**config.mk**
```make
export PLATFORM = sky130hd
export DESIGN_NAME = pipe_ctrl
export DESIGN_NICKNAME = d
export VERILOG_FILES = /design/src/rtl/pipe_ctrl.sv
export SDC_FILE = /design/constraint.sdc
export NUM_CORES = 1
export LEC_CHECK = 0
export BUFFER_PORTS_ARGS = -buffer_cell sky130_fd_sc_hd__buf_2
export CORE_ASPECT_RATIO = 1.2
export CORE_MARGIN = 2
export CORE_UTILIZATION = 32
export CTS_CLUSTER_SIZE = 12
export DETAILED_ROUTE_END_ITERATION = 8
export GPL_TIMING_DRIVEN = 0
export PLACE_DENSITY = 0.76
export SETUP_SLACK_MARGIN = 0.02
export SYNTH_ARGS = -nofsm -noshare
export SYNTH_HDL_FRONTEND = slang
export SYNTH_SLANG_ARGS = --single-unit
```
**constraint.sdc**
```tcl
create_clock -name clk -period 1.5 [get_ports clk]
set_input_delay 0.225 -clock clk [delete_from_list [all_inputs] [get_ports clk]]
set_output_delay 0.225 -clock clk [all_outputs]
set_load 0.01 [all_outputs]
```
**src/rtl/pipe_ctrl.sv**
```systemverilog
// pipe_ctrl: stall/flush sequencer for the 5-stage core (load-use, redirect, divider, bus wait).
// Optional stall-cycle counter is built only when PIPE_CTRL_STALL_CNT_EN is defined.
module pipe_ctrl #(
    parameter int unsigned ADDR_W  = 32,
    parameter int unsigned DIV_TMO = 64
) (
    input  logic              clk,
    input  logic              rst_n,
    input  logic              ld_nop,
    input  logic              jump_req,
    input  logic [ADDR_W-1:0] jump_addr,
    input  logic              div_start,
    input  logic              div_done,
    input  logic              mem_wait,
    output logic              pc_hold,
    output logic              pc_load,
    output logic [ADDR_W-1:0] pc_target,
    output logic              if_id_hold,
    output logic              if_id_flush,
    output logic              id_ex_hold,
    output logic              id_ex_flush,
    output logic              ex_mem_hold,
    output logic              mem_wb_flush,
    output logic              div_err,
    output logic [31:0]       stall_cnt
);

    localparam int unsigned TmoW = (DIV_TMO > 2) ? $clog2(DIV_TMO) : 1;
    localparam logic [TmoW-1:0] TmoLast = TmoW'(DIV_TMO - 1);

    localparam logic [1:0] StRun      = 2'd0;
    localparam logic [1:0] StLuBubble = 2'd1;
    localparam logic [1:0] StDivWait  = 2'd2;
    localparam logic [1:0] StBusWait  = 2'd3;

    logic [1:0]      state_q, state_d;
    logic [1:0]      ret_q, ret_d;
    logic [1:0]      cur_state;
    logic [TmoW-1:0] tmo_q, tmo_d;

    // While parked in BUS_WAIT, the saved state's rules apply as soon as the bus frees up.
    assign cur_state = (state_q == StBusWait) ? ret_q : state_q;

    always_comb begin
        state_d      = state_q;
        ret_d        = ret_q;
        tmo_d        = tmo_q;
        pc_hold      = 1'b0;
        pc_load      = 1'b0;
        pc_target    = '0;
        if_id_hold   = 1'b0;
        if_id_flush  = 1'b0;
        id_ex_hold   = 1'b0;
        id_ex_flush  = 1'b0;
        ex_mem_hold  = 1'b0;
        mem_wb_flush = 1'b0;
        div_err      = 1'b0;

        if (mem_wait) begin
            pc_hold      = 1'b1;
            if_id_hold   = 1'b1;
            id_ex_hold   = 1'b1;
            ex_mem_hold  = 1'b1;
            mem_wb_flush = 1'b1;
            state_d      = StBusWait;
            ret_d        = (cur_state == StDivWait) ? StDivWait : StRun;
        end else begin
            case (cur_state)
                StRun: begin
                    if (div_start) begin
                        pc_hold     = 1'b1;
                        if_id_hold  = 1'b1;
                        id_ex_hold  = 1'b1;
                        ex_mem_hold = 1'b1;
                        tmo_d       = '0;
                        state_d     = StDivWait;
                    end else if (jump_req) begin
                        pc_load     = 1'b1;
                        pc_target   = jump_addr;
                        if_id_flush = 1'b1;
                        id_ex_flush = 1'b1;
                        state_d     = StRun;
                    end else if (ld_nop) begin
                        pc_hold     = 1'b1;
                        if_id_hold  = 1'b1;
                        id_ex_flush = 1'b1;
                        state_d     = StLuBubble;
                    end else begin
                        state_d = StRun;
                    end
                end
                StLuBubble: begin
                    // A second ld_nop here is the same hazard already covered by the bubble.
                    if (jump_req) begin
                        pc_load     = 1'b1;
                        pc_target   = jump_addr;
                        if_id_flush = 1'b1;
                        id_ex_flush = 1'b1;
                    end
                    state_d = StRun;
                end
                StDivWait: begin
                    if (div_done) begin
                        state_d = StRun;
                    end else if (tmo_q == TmoLast) begin
                        div_err = 1'b1;
                        state_d = StRun;
                    end else begin
                        pc_hold     = 1'b1;
                        if_id_hold  = 1'b1;
                        id_ex_hold  = 1'b1;
                        ex_mem_hold = 1'b1;
                        tmo_d       = tmo_q + 1'b1;
                        state_d     = StDivWait;
                    end
                end
                default: begin
                    state_d = StRun;
                end
            endcase
        end

        // Outputs take their reset values as soon as rst_n drops, not at the next edge.
        if (!rst_n) begin
            pc_hold      = 1'b0;
            pc_load      = 1'b0;
            pc_target    = '0;
            if_id_hold   = 1'b0;
            if_id_flush  = 1'b1;
            id_ex_hold   = 1'b0;
            id_ex_flush  = 1'b1;
            ex_mem_hold  = 1'b0;
            mem_wb_flush = 1'b1;
            div_err      = 1'b0;
        end
    end

    always_ff @(posedge clk or negedge rst_n) begin
        if (!rst_n) begin
            state_q <= StRun;
            ret_q   <= StRun;
            tmo_q   <= '0;
        end else begin
            state_q <= state_d;
            ret_q   <= ret_d;
            tmo_q   <= tmo_d;
        end
    end

`ifdef PIPE_CTRL_STALL_CNT_EN
    logic [31:0] stall_cnt_q;

    always_ff @(posedge clk or negedge rst_n) begin
        if (!rst_n) begin
            stall_cnt_q <= '0;
        end else if (pc_hold && (stall_cnt_q != 32'hFFFF_FFFF)) begin
            stall_cnt_q <= stall_cnt_q + 32'd1;
        end
    end

    assign stall_cnt = stall_cnt_q;
`else
    assign stall_cnt = '0;
`endif

endmodule

```
Word level (Yosys, flattened, before mapping)
Cells that the tools add are included.
{"block": "word_totals", "out_inout_bits": 73, "ff_bits": 10, "wordCells": 63, "input_bits": 39}
{"block": "op_classes", "bitwise_logic": 1, "eq_ne": 7, "n_mux": 48, "n_reduce_logical": 3, "addsub": 1}
{"op": "32-bit 2-to-1 mux", "count": 4}
{"op": "32-bit one-hot mux with 2 select lines", "count": 1}
{"op": "1-bit 2-to-1 mux", "count": 28}
{"op": "6-bit 2-to-1 mux", "count": 3}
{"op": "2-bit 2-to-1 mux", "count": 6}
{"op": "6-bit one-hot mux with 2 select lines", "count": 1}
{"op": "1-bit one-hot mux with 2 select lines", "count": 4}
{"op": "6-bit by 1-bit adder with 6-bit output (second input constant)", "count": 1}
{"op": "6-bit equality test (second input constant)", "count": 1}
{"op": "2-bit != test (second input constant)", "count": 3}
{"op": "5-bit AND reduction", "count": 1}
{"op": "2-bit equality test (second input constant)", "count": 2}
{"op": "2-bit one-hot mux with 2 select lines", "count": 1}
{"op": "2-bit by 1-bit equality test with 1-bit output (second input constant)", "count": 1}
{"op": "2-bit zero test", "count": 1}
{"op": "2-bit nonzero test", "count": 1}
{"op": "1-bit inverter", "count": 1}

Logic depth before layout (Yosys ltp)
{"block": "logic_depth", "word_depth": 6, "depth_mapped": 7, "mapped_depth_nobuf": 5}

Worst setup path after synthesis
Ideal clock, no wire load.
{"block": "synth_timing", "path_type": "reg-to-output", "start": "reg ret_q[1]", "end": "out pc_hold", "arrival_ns": 1.593, "path_slack_ns": -0.318, "path_buffers": 1, "path_stages_with_launch": 7, "path_cell_list": "dfrtp_1 -> nand2b_2 -> nand2_1 -> nor2_1 -> a221oi_1 -> a21boi_0 -> buf_4"}
{"block": "synth_between", "elab_chain_len": 5}
{"item": "from (decl)", "line": "37", "rtl": "logic [1:0] ret_q, ret_d;"}
{"item": "from (signal assigned)", "line": "141", "rtl": "ret_q <= StRun;"}
{"item": "from (signal assigned)", "line": "145", "rtl": "ret_q <= ret_d;"}
{"item": "2-bit 2-to-1 mux *", "line": "42", "rtl": "assign cur_state = (state_q == StBusWait) ? ret_q : state_q;"}
{"item": "2-bit equality test or 2-bit zero test (tied branches)"}
{"item": "1-bit one-hot mux with 2 select lines *"}
{"item": "1-bit 2-to-1 mux * (2 in series)"}
{"item": "to (decl)", "line": "15", "rtl": "output logic pc_hold,"}
Mark *: on every way between the ends. The rest lies on a longest branch, timed or not.

Worst setup path in the final report
{"block": "layout_timing", "start": "reg state_q[1]", "end": "out pc_hold"}
{"block": "layout_between", "elab_chain_len": 6}
{"item": "from (decl)", "line": "36", "rtl": "logic [1:0] state_q, state_d;"}
{"item": "from (signal assigned)", "line": "140", "rtl": "state_q <= StRun;"}
{"item": "from (signal assigned)", "line": "144", "rtl": "state_q <= state_d;"}
{"item": "2-bit equality test", "line": "42"}
{"item": "2-bit 2-to-1 mux *", "line": "42"}
{"item": "2-bit equality test or 2-bit zero test (tied branches)", "line": "68", "rtl": "case (cur_state)"}
{"item": "1-bit one-hot mux with 2 select lines *", "line": "68"}
{"item": "1-bit 2-to-1 mux *", "line": "59", "rtl": "if (mem_wait) begin"}
{"item": "1-bit 2-to-1 mux *", "line": "124", "rtl": "if (!rst_n) begin"}
Marks and branches as above.

==> results by stage <==
Yosys:
- Dividing the synthesized area by the synthesized cell count gives around 7.7 um^2.
- Of all flip-flops after synthesis, the portion carrying an async set or reset was 1.000.
- The number of warnings issued by yosys is 0.
- The mapped netlist covers 1069 um^2.
- The sequential cell area fraction in the yosys report is 0.2108.
- The netlist uses 34 different library cells.
- Yosys mapped a number of flops with a built-in enable equal to 0.
- In the synthesized netlist the dominant register cell turns out to be dfrtp_1.
- After synthesis the netlist holds a flip-flop and latch count of 9.
- The number of instances in the synthesized netlist is approximately 140.

Routing:
- The final wirelength is about 3800 um.
- Dividing the detail-routed wire length by the instance count gives ~12 um.
- The via count normalized by instance count is around 4.3.
- The count of nets left with antenna violations once routing finished came out at 0.
- The number of detailed-route iterations in the first pass is 4.
- The total number of vias is approximately 1.3k.
- The remaining routing DRC violations is 0.
- The violation count after the first detailed-route iteration is 19.

Global routing:
- The global routing stage identified its most utilized layer as met2.
- The met2 track utilization from global routing is 0.3023.
- Entering global routing, the biggest net connects 10 pins.
- The met3 track demand over resource in global routing is 0.02682.
- The initial antenna violation count is 0.
- The total overflow left after global routing is 0.
- In the global route stage, met1 resource usage came out at 0.1813.
- The global-route usage over all layers is 0.1655.
- The number of global-route vias before repair is around 1.2k.
- The global-route wire length before repair is about 5000 um.

Outcome:
- The checks that failed: negative setup slack.
- The run finished, with violations left.

Power and ir drop:
- VDD sags by at most 0.0006572 V.
- The leakage power total is roughly 1.2 nW.
- The overall power consumption is ~1.3 mW.
- The power density over cell area is roughly 630 nW/um^2.

Job:
- Across the run, the number of max-cap violations was 0.

Clocking:
- CTS built an H-tree with a depth of 1.
- At the later pin of the worst-skew pair, clock insertion delay measures between 0.2 and 0.25 ns.
- The register clock-pin slew on the reported worst setup and hold paths is about 0.05 ns.
- The root cell of the clock tree is clkbuf_8.
- The CTS tree is built.
- Counting the buffers created by CTS gives 3.
- Clock tree synthesis found a total of 9 sinks.
- The buffer levels on the longest clock path is 2.

Min path:
- The tightest min-delay check is of the primary input to flip-flop type.

Die:
- The floorplan has 23 rows.
- The initial core utilization is 0.3257.
- The die area is 3819 um^2.
- 112 I/O pins were placed.
- In this run the horizontal extent of the chip is ~57 um.
- The floorplan step set the die height to 67.30 um.
- The region available for standard cell placement spans 3281 um^2.

Finish:
- After filler insertion, the fill cell instance count of the layout stands at 269.
- The total area of multi-input combinational cells is just over 800 um^2.
- From synthesis to final layout, the design area changed by 99.30%.
- The net count reported at finish is between 300 and 400.
- The library cell used most frequently in the layout, excluding fill and tap cells, is buf_2.
- The sequential cell area is between 200 and 250 um^2.
- Of the cells placed in the final design, the portion with a size suffix greater than 1 is 0.6533.
- In the layout the commonest cells are 62 x buf_2, 52 x buf_4, 32 x conb_1, 21 x buf_6, 18 x and2_1.
- The count of antenna diodes in the layout is 0.

Place:
- The HPWL after detailed placement is 2396 um.
- Input and output buffers added on the ports amount to just under 80.
- Routability-driven placement finished with a final weighted congestion of around 0.84.
- Before CTS, the worst setup slack after placement is -0.3146 ns.

Setup path:
- The kind of end point of the critical path is a primary output.
- Data on the critical path is required at its endpoint by between 1 and 1.5 ns.
- In this run the worst path has a maximum fanout of 7.
- The endpoint arrival time on the critical path is 1.68 ns.
- The kind of launch point of the worst setup path is a flip-flop.
- The class of the most critical setup path is flip-flop to primary output.

STA:
- After layout, the worst setup slack is -0.4100 ns.
- The setup-violating endpoint count in the final report is 46.
- Timing would allow up to between 500 and 600 MHz.
- The clock period minus worst slack is 1.910 ns.
- Clock skew on the completed layout was measured at approximately 0.0046 ns.
- The final-report max-slew violation count came to 0.
- The tightest hold path in the finished design has a slack of approximately 0.21 ns.
- Setup repair after global routing could not meet its margin everywhere.
- The portion of the clock cycle consumed by the worst path in the final layout is 1.273.
- The number of hold violations in the final report is 0.
==> flip-flops by register name (all words and copies together) (netlist names) <==
name and cells:
state_q 2, tmo_q 6, ret_q 1
==> path summary, 6_finish.rpt <==
kind	startpoint	to	slack (ns)	cells after the start
worst max-delay path	state_q[1]$_DFF_PN0_	pc_hold	-0.41	7
worst min-delay path	jump_req	state_q[0]$_DFF_PN0_	0.21	2
worst max register to register	ret_q[1]$_DFFE_PN0P_	tmo_q[4]$_DFFE_PN0P_	-0.37	7
worst min register to register	tmo_q[5]$_DFFE_PN0P_	tmo_q[5]$_DFFE_PN0P_	0.49	1
max in group asynchronous	rst_n	state_q[0]$_DFF_PN0_	0.61	2
min in group asynchronous	rst_n	tmo_q[3]$_DFFE_PN0P_	0.54	2
==> what timing repair did <==
action,4_1_cts,5_1_grt
buffers inserted,14,4
gates resized for setup,49,14
endpoints found under the setup margin,44,46
pin swaps,23,4
cloned,4,0
hold buffers,1,0
endpoints found under the hold margin,9,0
==> synth_stat cells (3+ instances only) <==
cell	number	area share
nor2_1	4	0.014
nand2_1	6	0.021
buf_4	34	0.24
and3_1	3	0.018
dfrtp_1	9	0.21
nor2b_1	3	0.018
and2_1	32	0.19
inv_1	4	0.014
o31ai_1	3	0.021
o21ai_0	8	0.037
nand3_1	4	0.019
==> per-stage QoR <==
step / TNS, ns / util / area [um^2] / cells
finish: -14.64 / 0.6491 / 2130 / 311
global route: -17.91 / 0.6491 / 2130 / 311
CTS: -14.21 / 0.6255 / 2052 / 307
detailed placement: -8.412 / 0.5114 / 1678 / 284
global placement: -7.558 / 0.5114 / 1678 / 284
floorplan: -0.6653 / - / 1241 / 169
==> kinds of logic after synthesis <==
logic type / after synthesis / synth area share
AO/OA/AOI/OAI: 18 / 0.1089
other: 1 / 0.003510
multiplexers: 1 / 0.009368
adder cells (fa/ha/maj): 1 / 0.01171
AND/OR/NAND/NOR: 65 / 0.3759
buffers and inverters: 43 / 0.2799
flip-flops: 9 / 0.2108
==> layout make-up <==
cell class / instances / share of cell area
sequential: 9 / 0.1063
inverter: 4 / 0.007051
clock inverter: 1 / 0.002350
clock buffer: 3 / 0.01939
tap: 37 / 0.02174
timing repair buffer: 100 / 0.3155
buffer: 39 / 0.1486
multi-input combinational: 118 / 0.3790
==> power by group <==
part           internal (mW)  leakage [nW]  total [mW]  switching (mW)
sequential             0.294         0.111       0.349          0.0552
combinational          0.369          1.07       0.689           0.320
clock                  0.183        0.0255       0.299           0.116
==> worst max-delay path: stages (launching register included) <==
cell      delay, ns
dfrtp_1        0.37
buf_6          0.15
nor2b_2        0.17
nor2_2         0.07
a221oi_4       0.32
a21boi_2       0.11
buf_4          0.13
buf_2          0.13
==> per-layer routing <==
layer | vias to the layer above | part of all wire | wire length (um)
met5 | - | 0 | 0
met4 | 0 | 0.020 | 75
met3 | 9 | 0.078 | 297
met2 | 81 | 0.54 | 2040
met1 | 591 | 0.37 | 1395
li1 | 661 | - | -
Power figures use the tool's default switching activity.
